**src/rtl/sprite_pkg.sv**
```systemverilog
// Shared types and constants for the hero sprite compositor.
// Sprite geometry, animation timing and screen limits.
package sprite_pkg;

  typedef logic [4:0] pixel_t;

  localparam int SPR_W       = 32;
  localparam int SPR_H       = 32;
  localparam int ANIM_FRAMES = 4;
  localparam int ANIM_DIV    = 8;

  localparam pixel_t TRANSPARENT = 5'h00;

  localparam int H_ACTIVE = 640;
  localparam int V_ACTIVE = 480;

  localparam int XW = $clog2(SPR_W);
  localparam int YW = $clog2(SPR_H);
  localparam int AW = $clog2(ANIM_FRAMES);
  localparam int DW = $clog2(ANIM_DIV);

  localparam int ROM_AW = AW + YW + XW;

endpackage

```
**src/rtl/sprite_anim_ctrl.sv**
```systemverilog
// Per-frame sprite state: VS edge detect, shadow position/facing,
// visibility flag and walk-cycle animation index.
module sprite_anim_ctrl
  import sprite_pkg::*;
(
  input  logic          Clk,
  input  logic          Reset,
  input  logic          VS,
  input  logic [9:0]    HeroX,
  input  logic [9:0]    HeroY,
  input  logic          Facing,
  input  logic          Moving,
  output logic [9:0]    SprX,
  output logic [9:0]    SprY,
  output logic          SprFacing,
  output logic          Visible,
  output logic [AW-1:0] Anim
);

  logic          vs_q, vs_d;
  logic [9:0]    sx_q, sx_d;
  logic [9:0]    sy_q, sy_d;
  logic          facing_q, facing_d;
  logic          visible_q, visible_d;
  logic [DW-1:0] div_q, div_d;
  logic [AW-1:0] anim_q, anim_d;
  logic          vs_fall;

  always_comb begin
    vs_d      = VS;
    sx_d      = sx_q;
    sy_d      = sy_q;
    facing_d  = facing_q;
    visible_d = visible_q;
    div_d     = div_q;
    anim_d    = anim_q;
    vs_fall   = vs_q & ~VS;
    if (vs_fall) begin
      sx_d      = HeroX;
      sy_d      = HeroY;
      facing_d  = Facing;
      visible_d = 1'b1;
      if (!Moving) begin
        div_d  = '0;
        anim_d = '0;
      end else if (div_q == DW'(ANIM_DIV - 1)) begin
        div_d  = '0;
        anim_d = anim_q + AW'(1);
      end else begin
        div_d  = div_q + DW'(1);
      end
    end
  end

  always_ff @(posedge Clk) begin
    if (Reset) begin
      vs_q      <= 1'b0;
      sx_q      <= '0;
      sy_q      <= '0;
      facing_q  <= 1'b0;
      visible_q <= 1'b0;
      div_q     <= '0;
      anim_q    <= '0;
    end else begin
      vs_q      <= vs_d;
      sx_q      <= sx_d;
      sy_q      <= sy_d;
      facing_q  <= facing_d;
      visible_q <= visible_d;
      div_q     <= div_d;
      anim_q    <= anim_d;
    end
  end

  assign SprX      = sx_q;
  assign SprY      = sy_q;
  assign SprFacing = facing_q;
  assign Visible   = visible_q;
  assign Anim      = anim_q;

endmodule

```
**src/rtl/hero_sprite_compositor.sv**
```systemverilog
// Two-stage pixel pipeline overlaying the hero sprite on the
// background stream via an external synchronous sprite ROM.
module hero_sprite_compositor
  import sprite_pkg::*;
(
  input  logic              Clk,
  input  logic              Reset,
  input  logic              PixEn,
  input  logic              VS,
  input  logic [9:0]        DrawX,
  input  logic [9:0]        DrawY,
  input  logic [4:0]        BgPixel,
  input  logic [9:0]        HeroX,
  input  logic [9:0]        HeroY,
  input  logic              Facing,
  input  logic              Moving,
  output logic [ROM_AW-1:0] RomAddr,
  input  logic [4:0]        RomData,
  output logic [4:0]        PixelOut,
  output logic              SpriteHit
);

  logic [9:0]    spr_x, spr_y;
  logic          spr_facing, visible;
  logic [AW-1:0] anim;

  sprite_anim_ctrl u_anim (
    .Clk       (Clk),
    .Reset     (Reset),
    .VS        (VS),
    .HeroX     (HeroX),
    .HeroY     (HeroY),
    .Facing    (Facing),
    .Moving    (Moving),
    .SprX      (spr_x),
    .SprY      (spr_y),
    .SprFacing (spr_facing),
    .Visible   (visible),
    .Anim      (anim)
  );

  logic [ROM_AW-1:0] rom_addr_q, rom_addr_d;
  pixel_t            bg1_q, bg1_d;
  logic              inbox1_q, inbox1_d;
  pixel_t            pix_q, pix_d;
  logic              hit_q, hit_d;

  logic [10:0]   lx, ly;
  logic [XW-1:0] mx;
  logic          inbox;

  // 11-bit deltas: the right/bottom edge clips instead of wrapping
  always_comb begin
    lx    = {1'b0, DrawX} - {1'b0, spr_x};
    ly    = {1'b0, DrawY} - {1'b0, spr_y};
    inbox = visible
          && (DrawX >= spr_x) && (lx < 11'(SPR_W))
          && (DrawY >= spr_y) && (ly < 11'(SPR_H))
          && (DrawX < 10'(H_ACTIVE))
          && (DrawY < 10'(V_ACTIVE));
    mx    = spr_facing ? ~lx[XW-1:0] : lx[XW-1:0];
  end

  always_comb begin
    rom_addr_d = rom_addr_q;
    bg1_d      = bg1_q;
    inbox1_d   = inbox1_q;
    pix_d      = pix_q;
    hit_d      = hit_q;
    if (PixEn) begin
      rom_addr_d = inbox ? {anim, ly[YW-1:0], mx} : '0;
      bg1_d      = BgPixel;
      inbox1_d   = inbox;
      if (inbox1_q && (RomData != TRANSPARENT)) begin
        pix_d = RomData;
        hit_d = 1'b1;
      end else begin
        pix_d = bg1_q;
        hit_d = 1'b0;
      end
    end
  end

  always_ff @(posedge Clk) begin
    if (Reset) begin
      rom_addr_q <= '0;
      bg1_q      <= '0;
      inbox1_q   <= 1'b0;
      pix_q      <= '0;
      hit_q      <= 1'b0;
    end else begin
      rom_addr_q <= rom_addr_d;
      bg1_q      <= bg1_d;
      inbox1_q   <= inbox1_d;
      pix_q      <= pix_d;
      hit_q      <= hit_d;
    end
  end

  assign RomAddr   = rom_addr_q;
  assign PixelOut  = pix_q;
  assign SpriteHit = hit_q;

endmodule

```
**config.mk**
```make
export PLATFORM = sky130hd
export DESIGN_NAME = hero_sprite_compositor
export DESIGN_NICKNAME = d
export VERILOG_FILES = /design/src/rtl/sprite_pkg.sv /design/src/rtl/sprite_anim_ctrl.sv /design/src/rtl/hero_sprite_compositor.sv
export SDC_FILE = /design/constraint.sdc
export NUM_CORES = 1
export LEC_CHECK = 0
export CORE_MARGIN = 3
export CORE_UTILIZATION = 45
export DETAILED_ROUTE_END_ITERATION = 10
export PLACE_DENSITY = 0.73
export SLEW_MARGIN = 10
export SYNTH_ARGS = -nofsm -noshare
export SYNTH_HDL_FRONTEND = slang
export SYNTH_SLANG_ARGS = --single-unit
export TNS_END_PERCENT = 50
```
**constraint.sdc**
```tcl
create_clock -name Clk -period 4.75 [get_ports Clk]
set_clock_uncertainty 0.05 [all_clocks]
set_input_delay 1.425 -clock Clk [delete_from_list [all_inputs] [get_ports Clk]]
set_output_delay 1.425 -clock Clk [all_outputs]
set_load 0.1 [all_outputs]
```
==> impl_metrics.toml, run 1 <==
[outcome]
outcome = "complete, no violations"

[die]
num_rows = 29
io_pins = 74
die_w_um = 87.42
dieHeight_um = 87.42
core_area_mm2 = 0.006386
die_area_mm2 = 0.007641
start_util_pct = 46.71

[logic_synthesis]
synth_edf_count = 0
synth_cell_types = 45
syn-instance-count = 383
yosys_most_used_dff = "dfxtp_1"
yosys_warnings = 0
seq_area_frac_synth_pct = 34.90
ys_ff_latch = 52
yosysTopAreaCell = "dfxtp_1"
synthDominantCellAreaShare_pct = 34.90
postSynth.asyncResetShare_pct = 0
synth_common_cells = "nand2_1, dfxtp_1, a21oi_1"
synth_most_common_cell = "nand2_1"
avgSynthCellArea_um2 = 7.788
synth.net_count = 463
netlist_top_cells_area = "dfxtp_1, nand2_1, ha_1"
synth_area_mm2 = 0.002983

[drt]
routed_wl_um = 7247
num_vias = 2742
drc = 0
first_iter_violations = 127
avgViaCountPerCell = 5.203
dr.pass1.iters = 4
postRouteAntennaNets = 0
avgRoutedWirePerCell_um = 13.75

[final_layout]
n_fill_cell = 622
regArea_mm2 = 0.001041
syn_to_final_growth_pct = 29.95
antenna_cells = 0
num-nets-final = 529
multi_input_area_mm2 = 0.001762
fin_util_pct = 60.70
drive_gt1_share_pct = 6.000

[clock_network]
path_clk_slew_ns = 0.10
cts_max_level = 2
worstSkewPairLatency_ns = 0.31
clock_sinks = 52
holdBufCountCts = 0
cts_buffer_depth = 2
post_cts_buffers = 0
cts_tree = "done"
numCtsBuffers = 5
clk_root_buffer_cell = "clkbuf_8"
cts.repair.resized = 0

[power_and_ir_drop]
power_density_mw_per_mm2 = 257.0
max-vdd-ir-drop_mv = 0.1442
leakage_uw = 0.001444

[worst_hold_path]
hold_class = "flip-flop to flip-flop"
worstHoldStart = "u_anim.SprY[6]$_SDFFE_PP0P_"
hold-path-cell-count = 2
hold_path_end = "u_anim.SprY[6]$_SDFFE_PP0P_"

[global_routing]
grt_usage_pct = 19.55
grt_use_met3_pct = 3.974
grtUsageMet2_pct = 33.01
grt_max_degree = 41
use_met1_pct = 25.50
antenna_found_initial = 0
grt_overflow = 0
top_usage_layer = "met2"
grt_pass1_vias = 2519
grt_pass1_wl_um = 11910

[setup_path]
worstPathRequired_ns = 4.93
path_buf_inv = 3
cpPeakStageDelay_ns = 0.62
critical_path_class = "input pin to flip-flop"
crit_arrival_ns = 4.30
rrSetupSlack_ns = 1.85
r2r_cells = 10
critPathCaptureType = "flip-flop"
rr_endpoint = "RomAddr[2]$_SDFFE_PP0P_"
slowest_stage = "or4_4"
rr_startpoint = "u_anim.SprX[0]$_SDFFE_PP0P_"
crit_family = "compound AO/OA/AOI/OAI gates"
crit_fanout = 13
critPathMostFrequentCell = "o21ai_0"
path_cells = "clkdlybuf4s50_1 > inv_1 > ha_1 > inv_1 > fa_1 > a211oi_1 > o21ai_0 > o21ai_0 > xor2_1 > nand2_1 > or4_4 > o21ai_0"
cp-start-kind = "input pin"

[sta]
tns_ns = 0
fmax_mhz = 242.6
rsz0062_at_grt = "false"
drv_slew = 0
period_minus_slack_ns = 4.122
setup-violations-final = 0
timing_hold_violations_final = 0
period_share_pct = 86.78
tightestPinTransition_ns = 1.074
slew_headroom_pct = 28.41

[place]
dp_hpwl_um = 5478
portBuffers = 73
gp_congestion = 0.8996

[run]
cap_violations = 0
==> per-stage QoR <==
step / hold slack (ns) / total power, uW / setup slack, ns / instances / instance area (um^2)
5_1_grt: 0.4279 / 1047 / 0.4901 / 527 / 3876
2_1_floorplan: 0.3856 / 604.1 / 1.062 / 383 / 2983
6_report: 0.4122 / 996.4 / 0.6279 / 527 / 3876
4_1_cts: 0.4128 / 1006 / 0.6593 / 527 / 3876
3_3_place_gp: 0.3856 / 683.8 / 0.5017 / 519 / 3761
3_5_place_dp: 0.3984 / 686.6 / 0.3670 / 519 / 3761
==> where the power goes <==
group	total (uW)	internal, uW	switching (uW)	leakage [uW]
Clock	319	160	159	0.0000600
Sequential	454	448	6.54	0.000423
Combinational	223	105	118	0.000961
Total	996	713	284	0.00144
==> cell families (layout without fill, tap and decap cells) <==
family,count (synthesis),after routing,share of synthesized area (%)
muxes,7,7,2.391
AOI/OAI and AO/OA,89,89,18.71
DFF,52,52,34.90
and+or+nand+nor,152,152,23.49
buffers and inverters,46,113,6.124
xor gates and xnor gates,13,13,3.817
adders and majority gates,24,24,10.57
==> cells in the final DEF (no fill, tap or decap), types with 5 or more instances in the layout <==
master           instances
xnor2_1                  5
nor2_1                  29
nand2_1                 79
clkdlybuf4s50_1         73
a311oi_1                 5
o21ai_0                 17
mux2i_1                  6
ha_1                    22
xor2_1                   8
inv_1                   28
nor3_1                   5
a21oi_1                 37
o21ai_2                  9
dfxtp_1                 52
clkbuf_8                 5
nand2b_1                12
==> layout make-up <==
cell class,instances,share of cell area [%]
Clock buffer,5,1.775
Clock inverter,3,1.194
Inverter,29,2.808
Multi-Input combinational cell,285,45.45
Sequential cell,52,26.86
Tap cell,77,2.485
Timing Repair Buffer,76,19.43
==> layer usage <==
metal	part of all wire, %	vias to the layer above
li1	-	1434
met1	43	1245
met2	50	56
met3	6.2	7
met4	0.94	0
met5	0	-
==> worst register-to-register path, stage by stage (launching register included) <==
cell      delay, ns
dfxtp_1        0.35
ha_1           0.16
inv_1          0.06
fa_1           0.42
a211oi_1       0.42
o21ai_0        0.18
o21ai_0        0.13
xor2_1         0.17
nand2_1        0.06
or4_4          0.62
o21ai_0        0.22
==> worst max path at each step <==
stage,from,end,cells after the start
after floorplan,DrawY[0],RomAddr[3]$_SDFFE_PP0P_,12
after global placement,DrawY[0],RomAddr[1]$_SDFFE_PP0P_,12
after detailed placement,DrawX[0],RomAddr[2]$_SDFFE_PP0P_,12
after CTS,DrawX[0],RomAddr[2]$_SDFFE_PP0P_,12
after global routing,DrawX[0],RomAddr[2]$_SDFFE_PP0P_,12
final,DrawX[0],RomAddr[2]$_SDFFE_PP0P_,12
==> state kept, by name, indices dropped and copies added, names as in the netlist <==
register / flops
u_anim.SprX: 10
SpriteHit: 1
bg1_q: 5
u_anim.Visible: 1
PixelOut: 5
u_anim.vs_q: 1
u_anim.SprY: 10
inbox1_q: 1
RomAddr: 12
u_anim.SprFacing: 1
u_anim.Anim: 2
u_anim.div_q: 3
No activity file was read; power rests on OpenSTA's default activity.
==> inputs of run 2 (changes only) <==
--- a/config.mk
+++ b/config.mk
@@ -5,8 +5,10 @@
 export SDC_FILE = /design/constraint.sdc
 export NUM_CORES = 1
 export LEC_CHECK = 0
+export CAP_MARGIN = 25
 export CORE_MARGIN = 3
 export CORE_UTILIZATION = 45
+export CTS_CLUSTER_DIAMETER = 200
 export DETAILED_ROUTE_END_ITERATION = 10
 export PLACE_DENSITY = 0.73
 export SLEW_MARGIN = 10
==> run 2 against run 1 <==
Design area rose by 0.39%; utilization up 0.24 points; register-to-register slack gained 0.02 ns; critical path depth unchanged; critical path type unchanged; critical endpoint unchanged; routed wire length shrank 0.54%; sequential power hardly changed; die area did not move; worst setup slack improved by 0.019 ns; largest cell class unchanged; worst hold slack lost 0.00084 ns; global-route usage is the same.
==> impl_metrics.toml, run 2 (synthesized netlist as in run 1, its figures left out) <==
[final_layout]
fin_cells = 528
drive_gt1_share_pct = 6.208
syn_to_final_growth_pct = 30.45
layout_common_cells = "nand2_1, clkdlybuf4s50_1, dfxtp_1, a21oi_1, nor2_1"
antenna_cells = 0
num-nets-final = 530
final_common_cell = "nand2_1"
largest_reg_flops = 12

[run]
cap_violations = 0

[sta]
fmax_mhz = 243.7
tightestPinTransition_ns = 1.006
rsz0062_at_grt = "false"
timing_hold_violations_final = 0
setup-violations-final = 0
drv_slew = 0
period_share_pct = 86.39
period_minus_slack_ns = 4.104
slew_headroom_pct = 32.71
tns_ns = 0
hold_slack_ns = 0.4114

[drt]
routed_wl_um = 7208
drc = 0
avgRoutedWirePerCell_um = 13.65
postRouteAntennaNets = 0
num_vias = 2739
first_iter_violations = 131
dr.pass1.iters = 4
avgViaCountPerCell = 5.188

[place]
dp_hpwl_um = 5478
placed_cells = 519
gp_congestion = 0.8996
portBuffers = 73

[clock_network]
cts_tree = "done"
path_clk_slew_ns = 0.10
cts.repair.resized = 0
post_cts_buffers = 0
numCtsBuffers = 5
clock_sinks = 52
clk_root_buffer_cell = "clkbuf_8"
cts_buffer_depth = 2
worstSkewPairLatency_ns = 0.31
cts_max_level = 2
holdBufCountCts = 0

[die]
num_rows = 29
dieHeight_um = 87.42
die_w_um = 87.42
die_area_mm2 = 0.007641
core_area_mm2 = 0.006386
start_util_pct = 46.71
io_pins = 74

[setup_path]
path_cells = "clkdlybuf4s50_1 > inv_1 > ha_1 > inv_1 > fa_1 > a211oi_1 > o21ai_0 > o21ai_0 > xor2_1 > nand2_1 > or4_4 > o21ai_0"
cp-start-kind = "input pin"
crit_family = "compound AO/OA/AOI/OAI gates"
worstPathRequired_ns = 4.93
critPathMostFrequentCell = "o21ai_0"
cpPeakStageDelay_ns = 0.62
rr_endpoint = "RomAddr[2]$_SDFFE_PP0P_"
crit_arrival_ns = 4.29
rr_startpoint = "u_anim.SprX[0]$_SDFFE_PP0P_"
crit_fanout = 13
critical_path_class = "input pin to flip-flop"
slowest_stage = "or4_4"
rrSetupSlack_ns = 1.87
r2r_cells = 10
path_buf_inv = 3
critPathCaptureType = "flip-flop"

[global_routing]
grt_max_degree = 41
grt_pass1_vias = 2519
grt_pass1_wl_um = 11910
grt_overflow = 0
antenna_found_initial = 0
grt_usage_pct = 19.55

[worst_hold_path]
hold_class = "flip-flop to flip-flop"
hold-path-cell-count = 2
worstHoldStart = "u_anim.SprY[8]$_SDFFE_PP0P_"
hold_path_end = "u_anim.SprY[8]$_SDFFE_PP0P_"

[outcome]
outcome = "complete, no violations"

[power_and_ir_drop]
max-vdd-ir-drop_mv = 0.1441
power_density_mw_per_mm2 = 256.3
leakage_uw = 0.001451
-- run 2: metal layers --
layer,vias up,part of all wire [%],global-route usage [%]
li1,1439,-,-
met1,1233,43,25.50
met2,60,50,33.01
met3,7,5.8,3.974
met4,0,0.94,4.603
met5,-,0,0
-- run 2: through the flow --
step | setup slack [ns] | utilization [%] | power, uW | area [um^2]
floorplan | 1.062 | - | 604.1 | 2983
global route | 0.4901 | 60.93 | 1048 | 3891
finish | 0.6464 | 60.93 | 997.4 | 3891
CTS | 0.6593 | 60.70 | 1006 | 3876
global placement | 0.5017 | 58.89 | 683.8 | 3761
detailed placement | 0.3670 | 58.89 | 686.6 | 3761
-- run 2: how the worst max path moves through the flow --
| stage | start | endpoint | slack [ns] | cells past startpoint |
|---|---|---|---|---|
| after global placement | DrawY[0] | RomAddr[1]$_SDFFE_PP0P_ | 0.50 | 12 |
| final | DrawX[0] | RomAddr[2]$_SDFFE_PP0P_ | 0.65 | 12 |
| after global routing | DrawX[0] | RomAddr[2]$_SDFFE_PP0P_ | 0.49 | 12 |
| after floorplan | DrawY[0] | RomAddr[3]$_SDFFE_PP0P_ | 1.06 | 12 |
| after CTS | DrawX[0] | RomAddr[2]$_SDFFE_PP0P_ | 0.66 | 12 |
| after detailed placement | DrawX[0] | RomAddr[2]$_SDFFE_PP0P_ | 0.37 | 12 |
-- run 2: power by group --
group	internal, uW	switching [uW]
Sequential	448	6.54
Combinational	106	118
Clock	160	159
-- run 2: final cells by class --
type	instances	area [um^2]
Fill cell	621	2495
Multi-Input combinational cell	285	1762
Sequential cell	52	1041
Timing Repair Buffer	77	768.2
Inverter	29	108.9
Tap cell	77	96.34
Clock buffer	5	68.82
Clock inverter	3	46.29
-- run 2: tightest hold or removal path, cell delays in order (launching register included) --
cell,delay [ns]
dfxtp_1,0.32
nand2_1,0.05
a21oi_1,0.05
==> inputs of run 3 (changes only) <==
--- a/config.mk
+++ b/config.mk
@@ -10,7 +10,9 @@
 export CORE_UTILIZATION = 45
 export CTS_CLUSTER_DIAMETER = 200
 export DETAILED_ROUTE_END_ITERATION = 10
-export PLACE_DENSITY = 0.73
+export DONT_BUFFER_PORTS = 1
+export HOLD_SLACK_MARGIN = 0.02
+export PLACE_DENSITY = 0.59
 export SLEW_MARGIN = 10
 export SYNTH_ARGS = -nofsm -noshare
 export SYNTH_HDL_FRONTEND = slang
==> run 3 against run 2 <==
Flip-flop and latch count did not move; first-iteration DRC count fell by 27%; die area did not move; utilization fell by 12 points; sequential power rose by 4%; combinational power fell by 37%; largest cell class unchanged.
==> impl_metrics.toml, run 3 (synthesized netlist as in run 1, its figures left out) <==
[sta]
tightestPinTransition_ns = 1.001
timing_hold_violations_final = 0
setup-violations-final = 0
slew_headroom_pct = 33.19
drv_slew = 0
period_minus_slack_ns = 3.599
period_share_pct = 75.77
rsz0062_at_grt = "false"
tns_ns = 0
fmax_mhz = 277.9

[place]
gp_congestion = 0.9181
portBuffers = 0
placed_cells = 444
dp_hpwl_um = 5021

[die]
die_area_mm2 = 0.007641
dieHeight_um = 87.42
start_util_pct = 46.71
core_area_mm2 = 0.006386
num_rows = 29
die_w_um = 87.42
io_pins = 74

[drt]
drc = 0
num_vias = 2478
first_iter_violations = 96
routed_wl_um = 6613
dr.pass1.iters = 4
avgRoutedWirePerCell_um = 14.60
avgViaCountPerCell = 5.470
postRouteAntennaNets = 0

[final_layout]
final_common_cell = "nand2_1"
drive_gt1_share_pct = 6.915
syn_to_final_growth_pct = 5.453
layout_common_cells = "nand2_1, dfxtp_1, a21oi_1, nor2_1, inv_1"
largest_reg_flops = 12
num-nets-final = 455
antenna_cells = 0
fin_cells = 453

[global_routing]
grt_usage_pct = 17.86
grt_pass1_wl_um = 10940
grt_overflow = 0
grt_pass1_vias = 2293
antenna_found_initial = 0
grt_max_degree = 42

[power_and_ir_drop]
leakage_uw = 0.001165
power_density_mw_per_mm2 = 296.1
max-vdd-ir-drop_mv = 0.2194

[clock_network]
cts_tree = "done"
path_clk_slew_ns = 0.09
cts.repair.resized = 0
holdBufCountCts = 0
numCtsBuffers = 5
worstSkewPairLatency_ns = 0.31
cts_max_level = 2
clk_root_buffer_cell = "clkbuf_8"
clock_sinks = 52
cts_buffer_depth = 2
post_cts_buffers = 0

[setup_path]
cp-start-kind = "input pin"
worstPathRequired_ns = 4.93
crit_fanout = 13
critical_path_class = "input pin to flip-flop"
critPathCaptureType = "flip-flop"
crit_arrival_ns = 3.78

[run]
cap_violations = 0

[outcome]
outcome = "complete, no violations"

[worst_hold_path]
hold_class = "flip-flop to flip-flop"
-- run 3: changes by cell type in the layout (fill, tap and decap cells not counted), sizes merged --
cell,delta
clkdlybuf4s50,-73
buf,-2
-- run 3: layout make-up --
class,count,area [um^2]
clock buffers,5,68.82
clock inverters,3,46.29
fillers,686,3241
inverters,29,108.9
multi-input cells,285,1762
flip-flops and latches,52,1041
well taps,77,96.34
repair buffers,2,22.52
-- run 3: critical path: stages --
cell	delay [ns]
inv_1	0.04
ha_1	0.15
inv_1	0.06
fa_1	0.41
a211oi_1	0.38
o21ai_0	0.16
o21ai_0	0.12
xor2_1	0.17
nand2_1	0.06
or4_4	0.62
o21ai_0	0.19
-- run 3: worst paths after layout --
| kind | endpoint | slack (ns) | depth (start not counted) | start |
|---|---|---|---|---|
| worst max-delay path | RomAddr[2]$_SDFFE_PP0P_ | 1.15 | 11 | DrawX[0] |
| worst min register to register | u_anim.SprX[8]$_SDFFE_PP0P_ | 0.40 | 2 | u_anim.SprX[8]$_SDFFE_PP0P_ |
| worst min-delay path | u_anim.SprX[8]$_SDFFE_PP0P_ | 0.40 | 2 | u_anim.SprX[8]$_SDFFE_PP0P_ |
| worst max register to register | RomAddr[2]$_SDFFE_PP0P_ | 1.97 | 10 | u_anim.SprX[0]$_SDFFE_PP0P_ |
-- run 3: stage by stage --
stage               setup WS (ns)  hold WS, ns  util [%]  total power (uW)  instance area [um^2]
global route               0.9900       0.4300     49.26             981.9                  3146
CTS                         1.137       0.4071     49.02             942.9                  3131
global placement           0.9068       0.3864     47.22             623.6                  3015
detailed placement         0.8249       0.3932     47.22             624.1                  3015
finish                      1.151       0.4035     49.26             931.3                  3146
floorplan                   1.062       0.3856         -             604.1                  2983
-- run 3: metal layers --
layer	global-route usage (%)	part of all wire (%)
met1	23.24	44
met2	29.11	48
met4	4.881	1.1
met5	0	0
met3	4.730	6.6
-- run 3: power breakdown --
part | internal [uW] | total (uW) | switching [uW]
clock | 160 | 316 | 156
combinational | 61.9 | 142 | 79.9
sequential | 448 | 473 | 25.6
